==> src/rtl/trace_pkg.sv <==
// Shared types and constants for the memory-trace emitter.
//   trace_rec_t      : one access record as queued between the LSU port and the emitter
//   emit_state_e     : emitter FSM states
//   TRACE_GAP_CYCLES : minimum low cycles between two strobes on the same output
//   trace_len()      : byte length presented to the sink for a given size code
package trace_pkg;

    localparam int unsigned TRACE_GAP_CYCLES = 2;
    localparam int unsigned GAP_CNT_W        = 2;

    typedef struct packed {
        logic        is_write;
        logic [31:0] addr;
        logic [1:0]  size;
        logic [31:0] data;
    } trace_rec_t;

    typedef enum logic [1:0] {
        IDLE  = 2'd0,
        PULSE = 2'd1,
        GAP   = 2'd2
    } emit_state_e;

    // Size code 3 is illegal; it is reported as a 4-byte access.
    function automatic logic [31:0] trace_len(input logic [1:0] size);
        return (size == 2'd3) ? 32'd4 : (32'd1 << size);
    endfunction

endpackage

==> src/rtl/sync_fifo.sv <==
// Synchronous FIFO with registered full/empty flags.
//   clock, reset     : clock and synchronous active-high reset
//   push, wr_data    : write request and data (ignored when full)
//   pop, rd_data     : read request (ignored when empty); rd_data shows the head entry
//   full, empty      : registered occupancy flags
module sync_fifo #(
    parameter int unsigned WIDTH = 8,
    parameter int unsigned DEPTH = 8
) (
    input  logic             clock,
    input  logic             reset,
    input  logic             push,
    input  logic [WIDTH-1:0] wr_data,
    input  logic             pop,
    output logic [WIDTH-1:0] rd_data,
    output logic             full,
    output logic             empty
);

    localparam int unsigned AW = $clog2(DEPTH);
    localparam int unsigned PW = AW + 1;

    logic [WIDTH-1:0] mem [DEPTH];
    logic [PW-1:0]    wr_ptr;
    logic [PW-1:0]    rd_ptr;
    logic [PW-1:0]    wr_ptr_nxt;
    logic [PW-1:0]    rd_ptr_nxt;
    logic             do_push;
    logic             do_pop;
    logic             full_nxt;
    logic             empty_nxt;

    assign do_push = push && !full;
    assign do_pop  = pop && !empty;
    assign rd_data = mem[rd_ptr[AW-1:0]];

    // Pointers carry one extra MSB: equal index with differing MSB means full.
    always_comb begin
        wr_ptr_nxt = wr_ptr + PW'(do_push);
        rd_ptr_nxt = rd_ptr + PW'(do_pop);
        full_nxt   = (wr_ptr_nxt[AW] != rd_ptr_nxt[AW]) &&
                     (wr_ptr_nxt[AW-1:0] == rd_ptr_nxt[AW-1:0]);
        empty_nxt  = (wr_ptr_nxt == rd_ptr_nxt);
    end

    // Pointer and flag registers.
    always_ff @(posedge clock) begin
        if (reset) begin
            wr_ptr <= '0;
            rd_ptr <= '0;
            full   <= 1'b0;
            empty  <= 1'b1;
        end else begin
            wr_ptr <= wr_ptr_nxt;
            rd_ptr <= rd_ptr_nxt;
            full   <= full_nxt;
            empty  <= empty_nxt;
        end
    end

    // Storage array, no reset needed.
    always_ff @(posedge clock) begin
        if (do_push) begin
            mem[wr_ptr[AW-1:0]] <= wr_data;
        end
    end

endmodule

==> src/rtl/mem_trace_emitter.sv <==
// Producer end of the memory-trace interface. Access records from the load/store
// unit are queued and replayed as single-cycle ren/wen strobes with registered
// address/length/data, spaced so the edge-triggered sink never merges two calls.
//   clock, reset                 : clock, synchronous active-high reset
//   ev_valid/ev_ready            : record handshake
//   ev_is_write/addr/size/data   : record payload
//   raddr/rlen/rdata/ren         : read-trace outputs
//   waddr/wlen/wdata/wen         : write-trace outputs
//   busy                         : queue non-empty or emitter active
//   drop_cnt                     : saturating count of records dropped while full
//   size_err                     : sticky flag for an accepted record with size code 3
module mem_trace_emitter
    import trace_pkg::*;
#(
    parameter int unsigned DEPTH    = 8,
    parameter int unsigned BLOCKING = 1,
    parameter int unsigned CNT_W    = 16
) (
    input  logic             clock,
    input  logic             reset,
    input  logic             ev_valid,
    output logic             ev_ready,
    input  logic             ev_is_write,
    input  logic [31:0]      ev_addr,
    input  logic [1:0]       ev_size,
    input  logic [31:0]      ev_data,
    output logic [31:0]      raddr,
    output logic [31:0]      rlen,
    output logic [31:0]      rdata,
    output logic             ren,
    output logic [31:0]      waddr,
    output logic [31:0]      wlen,
    output logic [31:0]      wdata,
    output logic             wen,
    output logic             busy,
    output logic [CNT_W-1:0] drop_cnt,
    output logic             size_err
);

    localparam int unsigned REC_W = $bits(trace_rec_t);

    trace_rec_t           ev_rec;
    trace_rec_t           head;
    logic                 fifo_push;
    logic                 fifo_pop;
    logic                 fifo_full;
    logic                 fifo_empty;
    logic                 drop;

    emit_state_e          state;
    emit_state_e          state_nxt;
    logic [GAP_CNT_W-1:0] gap_cnt;
    logic [GAP_CNT_W-1:0] gap_cnt_nxt;
    logic                 ren_nxt;
    logic                 wen_nxt;
    logic [31:0]          raddr_nxt;
    logic [31:0]          rlen_nxt;
    logic [31:0]          rdata_nxt;
    logic [31:0]          waddr_nxt;
    logic [31:0]          wlen_nxt;
    logic [31:0]          wdata_nxt;

    assign ev_rec = '{is_write: ev_is_write, addr: ev_addr, size: ev_size, data: ev_data};

    // Ready follows the registered full flag, so a same-cycle pop never frees a slot
    // for the incoming record.
    assign ev_ready  = (BLOCKING != 0) ? !fifo_full : 1'b1;
    assign fifo_push = ev_valid && ev_ready && !fifo_full;
    assign drop      = ev_valid && ev_ready && fifo_full;
    assign busy      = !fifo_empty || (state != IDLE);

    sync_fifo #(
        .WIDTH (REC_W),
        .DEPTH (DEPTH)
    ) u_fifo (
        .clock   (clock),
        .reset   (reset),
        .push    (fifo_push),
        .wr_data (ev_rec),
        .pop     (fifo_pop),
        .rd_data (head),
        .full    (fifo_full),
        .empty   (fifo_empty)
    );

    // Emitter next-state and output logic.
    always_comb begin
        state_nxt   = state;
        gap_cnt_nxt = gap_cnt;
        fifo_pop    = 1'b0;
        ren_nxt     = 1'b0;
        wen_nxt     = 1'b0;
        raddr_nxt   = raddr;
        rlen_nxt    = rlen;
        rdata_nxt   = rdata;
        waddr_nxt   = waddr;
        wlen_nxt    = wlen;
        wdata_nxt   = wdata;
        case (state)
            IDLE: begin
                if (!fifo_empty) begin
                    fifo_pop  = 1'b1;
                    state_nxt = PULSE;
                    if (head.is_write) begin
                        wen_nxt   = 1'b1;
                        waddr_nxt = head.addr;
                        wlen_nxt  = trace_len(head.size);
                        wdata_nxt = head.data;
                    end else begin
                        ren_nxt   = 1'b1;
                        raddr_nxt = head.addr;
                        rlen_nxt  = trace_len(head.size);
                        rdata_nxt = head.data;
                    end
                end
            end
            PULSE: begin
                // The IDLE pop cycle supplies the last low cycle, so GAP
                // covers the remaining TRACE_GAP_CYCLES-1.
                gap_cnt_nxt = GAP_CNT_W'(TRACE_GAP_CYCLES - 2);
                state_nxt   = GAP;
            end
            GAP: begin
                if (gap_cnt == '0) begin
                    state_nxt = IDLE;
                end else begin
                    gap_cnt_nxt = gap_cnt - GAP_CNT_W'(1);
                end
            end
            default: begin
                state_nxt = IDLE;
            end
        endcase
    end

    // Emitter state and registered trace outputs.
    always_ff @(posedge clock) begin
        if (reset) begin
            state   <= IDLE;
            gap_cnt <= '0;
            ren     <= 1'b0;
            wen     <= 1'b0;
            raddr   <= '0;
            rlen    <= '0;
            rdata   <= '0;
            waddr   <= '0;
            wlen    <= '0;
            wdata   <= '0;
        end else begin
            state   <= state_nxt;
            gap_cnt <= gap_cnt_nxt;
            ren     <= ren_nxt;
            wen     <= wen_nxt;
            raddr   <= raddr_nxt;
            rlen    <= rlen_nxt;
            rdata   <= rdata_nxt;
            waddr   <= waddr_nxt;
            wlen    <= wlen_nxt;
            wdata   <= wdata_nxt;
        end
    end

    // Drop counter (saturating) and sticky size error.
    always_ff @(posedge clock) begin
        if (reset) begin
            drop_cnt <= '0;
            size_err <= 1'b0;
        end else begin
            if (drop && (drop_cnt != {CNT_W{1'b1}})) begin
                drop_cnt <= drop_cnt + CNT_W'(1);
            end
            if (fifo_push && (ev_size == 2'd3)) begin
                size_err <= 1'b1;
            end
        end
    end

endmodule
==> config.mk <==
export PLATFORM = sky130hd
export DESIGN_NAME = mem_trace_emitter
export DESIGN_NICKNAME = d
export VERILOG_FILES = /design/src/rtl/trace_pkg.sv /design/src/rtl/sync_fifo.sv /design/src/rtl/mem_trace_emitter.sv
export SDC_FILE = /design/constraint.sdc
export NUM_CORES = 1
export LEC_CHECK = 0
export BUFFER_PORTS_ARGS = -buffer_cell sky130_fd_sc_hd__clkbuf_2
export CAP_MARGIN = 10
export CORE_ASPECT_RATIO = 0.8
export CORE_MARGIN = 2
export CORE_UTILIZATION = 35
export DETAILED_ROUTE_END_ITERATION = 10
export PLACE_DENSITY = 0.54
export SETUP_SLACK_MARGIN = 0.02
export SLEW_MARGIN = 20
export SYNTH_ARGS = -nofsm -noshare
export SYNTH_HDL_FRONTEND = slang
export SYNTH_SLANG_ARGS = --single-unit
==> constraint.sdc <==
create_clock -name clock -period 12 [get_ports clock]
set_input_delay 1.2 -clock clock [delete_from_list [all_inputs] [get_ports clock]]
set_output_delay 1.2 -clock clock [all_outputs]
set_load 0.005 [all_outputs]
==> results.py <==
metrics = {
    "run_status": {
        "status": "completed",
    },
    "critical_path": {
        "crit_slowest_cell": "dfxtp_4",
        "path_delay_family": "flip-flops",
        "crit_type": "flip-flop to flip-flop",
        "crit_fanout": 47,
        "start_kind": "flip-flop",
        "critPathRequiredTime_ns": 12.52,
        "crit_chain": "mux2_2 -> o22ai_1 -> or3_4 -> buf_4 -> mux2i_1",
        "cp-end-kind": "flip-flop",
        "worst_path_largest_cell_delay_ns": 0.97,
        "arrival_ns": 4.27,
        "crit_buf_inv": 1,
    },
    "route": {
        "firstDrtPassIters": 4,
        "routed_wl_mm": 59.33,
        "routedWlPerCell_um": 21.73,
        "vias": 13330,
        "postRouteAntennaNets": 0,
        "drc": 0,
        "viasPerCell": 4.884,
        "drt_iter0_markers": 969,
    },
    "global_route": {
        "met3_usage_pct": 3.403,
        "grt_pass1_wl_mm": 88.75,
        "grt_overflow": 0,
        "grt.busiest_layer": "met2",
        "grt_pass1_vias": 13900,
        "grt_max_degree": 78,
        "met1_usage_pct": 21.18,
        "antenna_found_initial": 5,
        "grt_use_met2_pct": 24.85,
        "grtUsageTotal_pct": 15.44,
    },
    "min_path": {
        "hold_class": "flip-flop to flip-flop",
    },
    "timing": {
        "slew_headroom_pct": 25.05,
        "min_period_ns": 3.756,
        "period_share_pct": 31.30,
        "rsz0062_at_grt": "no",
        "setup_viol": 0,
        "maxSlewViolCount": 0,
        "max_slew.worst_pin.slew_ns": 1.093,
        "timing.setup.tns_ns": 0,
        "clock_skew_ns": 0.01396,
        "fmax_mhz": 266.3,
        "hold_slack_ns": 0.4614,
        "hold_viol": 0,
    },
    "floorplan": {
        "io_pins": 283,
        "start_util_pct": 35.52,
        "die_h_um": 249.2,
        "num_rows": 89,
        "core_um2": 74050,
        "die_w_um": 310.5,
        "die_area_um2": 77370,
    },
    "synthesis": {
        "synthXorXnorAreaFrac_pct": 0.2854,
        "synth_area_um2": 26300,
        "ys_seq_elements": 703,
        "syn_area_per_cell_um2": 18.50,
        "synth_fa_ha_area_share_pct": 0.1903,
        "synth_compound_area_share_pct": 2.517,
        "synth_cells": 1422,
        "yosys_warnings": 0,
        "yosysSeqAreaShare_pct": 73.91,
        "synthMuxAreaShare_pct": 16.60,
        "yosysUniqueCellTypes": 43,
        "synthSimpleGateAreaFrac_pct": 3.325,
        "synth_top_family_by_area": "multiplexers",
    },
    "pwr": {
        "power_mw": 6.201,
        "peakVddDrop_uv": 91.75,
        "power_density_nw_per_um2": 201.1,
        "power.leakage_nw": 11.14,
    },
    "cells_and_area": {
        "drive_above_1_share_pct": 29.61,
        "design_area_um2": 30830,
        "syn_to_final_growth_pct": 17.24,
        "fill_cells": 6606,
        "utilization_pct": 41.64,
        "diodes": 0,
        "nets": 1742,
        "multi_input_area_um2": 6332,
        "seq_area_um2": 19450,
    },
    "clock_network": {
        "clock_latency_ns": 0.61,
        "cts_inserted_buffers": 73,
        "clk_pin_slew_ns": 0.06,
        "cts.sinks": 703,
        "postCtsSetupBuffers": 0,
        "htreeDepth": 3,
        "cts.repair.resized": 0,
        "cts_tree": "built",
        "root_buffer": "clkbuf_16",
        "cts_buffer_depth": 3,
        "postCtsHoldBufs": 0,
    },
    "flow_run": {
        "cap_viol_max_count": 0,
    },
    "placement": {
        "finalWeightedCongestion": 0.7217,
        "postPlaceCellArea_um2": 28390,
        "hpwlAfterDp_mm": 33.45,
        "numPortBuffers": 224,
    },
}
[cell families (layout without fill, tap and decap cells)]
group,after synthesis,after routing
AOI/OAI and AO/OA,88,88
buffers and inverters,145,395
muxes,271,271
DFF,703,703
other,1,58
adders and majority gates,4,4
xor gates and xnor gates,7,7
and+or+nand+nor,203,203
[path summary, 6_finish.rpt]
path	startpoint	endpoint	slack (ns)	cells after the start
setup / recovery	u_fifo.rd_ptr[0]	waddr[11]	8.24	5
hold / removal	rdata[21]	rdata[21]	0.46	2
setup reg to reg	u_fifo.rd_ptr[0]	waddr[11]	8.24	5
hold reg to reg	rdata[21]	rdata[21]	0.46	2
[area by class of cell]
class | count | share of cell area [%]
clock inverters | 34 | 0.9455
multi-input cells | 631 | 20.54
well taps | 1001 | 4.062
inverters | 6 | 0.08116
repair buffers | 253 | 4.354
clock buffers | 102 | 6.955
flip-flops and latches | 703 | 63.07
[worst register-to-register path: stages (launching register included)]
cell and delay (ns):
dfxtp_4 0.97, mux2_2 0.45, o22ai_1 0.50, or3_4 0.64, buf_4 0.77, mux2i_1 0.34
[metal layers]
layer / up-vias / part of all wire (%)
met5: - / 0.10
met4: 10 / 1.6
met3: 72 / 5.1
met2: 290 / 48
met1: 7008 / 46
li1: 5952 / -
[where the power goes]
group          switching (mW)  internal (mW)  total (mW)
registers               0.129           2.78        2.91
logic                   0.527          0.512        1.04
clock network           0.928           1.32        2.25
[synth_stat cells (all sizes together)]
| library cell | number | area share [%] |
|---|---|---|
| a21o | 1 | 0.029 |
| a21oi | 2 | 0.038 |
| a221o | 1 | 0.038 |
| a22o | 1 | 0.033 |
| a22oi | 64 | 1.8 |
| a2bb2oi | 1 | 0.033 |
| a31oi | 2 | 0.048 |
| a41o | 1 | 0.038 |
| and2 | 1 | 0.024 |
| and3 | 1 | 0.024 |
| buf | 97 | 2.5 |
| clkbuf | 42 | 0.60 |
| conb | 1 | 0.014 |
| dfxtp | 167 | 13 |
| edfxtp | 536 | 61 |
| ha | 4 | 0.19 |
| inv | 6 | 0.086 |
| mux2 | 2 | 0.086 |
| mux2i | 137 | 5.2 |
| mux4 | 132 | 11 |
| nand2 | 138 | 2.0 |
| nand2b | 7 | 0.17 |
| nand3 | 2 | 0.038 |
| nand4 | 1 | 0.024 |
| nor2 | 21 | 0.30 |
| nor2b | 22 | 0.52 |
| nor3 | 4 | 0.076 |
| nor3b | 1 | 0.029 |
| nor4b | 1 | 0.057 |
| o21a | 2 | 0.057 |
| o21ai | 3 | 0.057 |
| o221ai | 4 | 0.13 |
| o22ai | 1 | 0.024 |
| o311ai | 2 | 0.067 |
| o31ai | 2 | 0.057 |
| o32a | 1 | 0.038 |
| or3 | 4 | 0.095 |
| xnor2 | 5 | 0.17 |
| xnor3 | 1 | 0.086 |
| xor2 | 1 | 0.033 |
[cell usage in the layout, fill, tap and decap left out, types with 3 or more instances in the layout]
cell	Yosys	final
a22oi_1	64	64
buf_4	62	28
bufinv_16	0	3
clkbuf_1	42	14
clkbuf_16	0	79
clkbuf_2	0	225
clkbuf_8	0	8
clkinv_1	0	13
clkinv_2	0	8
clkinv_8	0	3
conb_1	1	58
dfxtp_1	167	165
edfxtp_1	536	536
ha_1	4	4
inv_1	6	5
inv_6	0	3
mux2i_1	137	137
mux4_2	132	132
nand2_1	138	138
nand2b_1	7	7
nor2_1	21	14
nor2_4	0	7
nor2b_1	22	21
o221ai_1	4	4
or3_1	4	3
xnor2_1	5	5
[registers in the layout, summed over array words and instances (netlist names), 2 cells and up]
signal,flops
wlen,3
waddr,32
drop_cnt,16
u_fifo.rd_ptr,4
rdata,32
state,2
gap_cnt,2
rlen,3
u_fifo.wr_ptr,4
u_fifo.mem,536
wdata,32
raddr,32
[metrics by stage]
step,worst slack (ns),std cells
after global placement,8.208,2594
after floorplan,5.318,1479
after detailed placement,8.220,2594
final,8.244,2730
after CTS,8.203,2730
after global routing,7.998,2730
No activity file was read; power rests on OpenSTA's default activity.
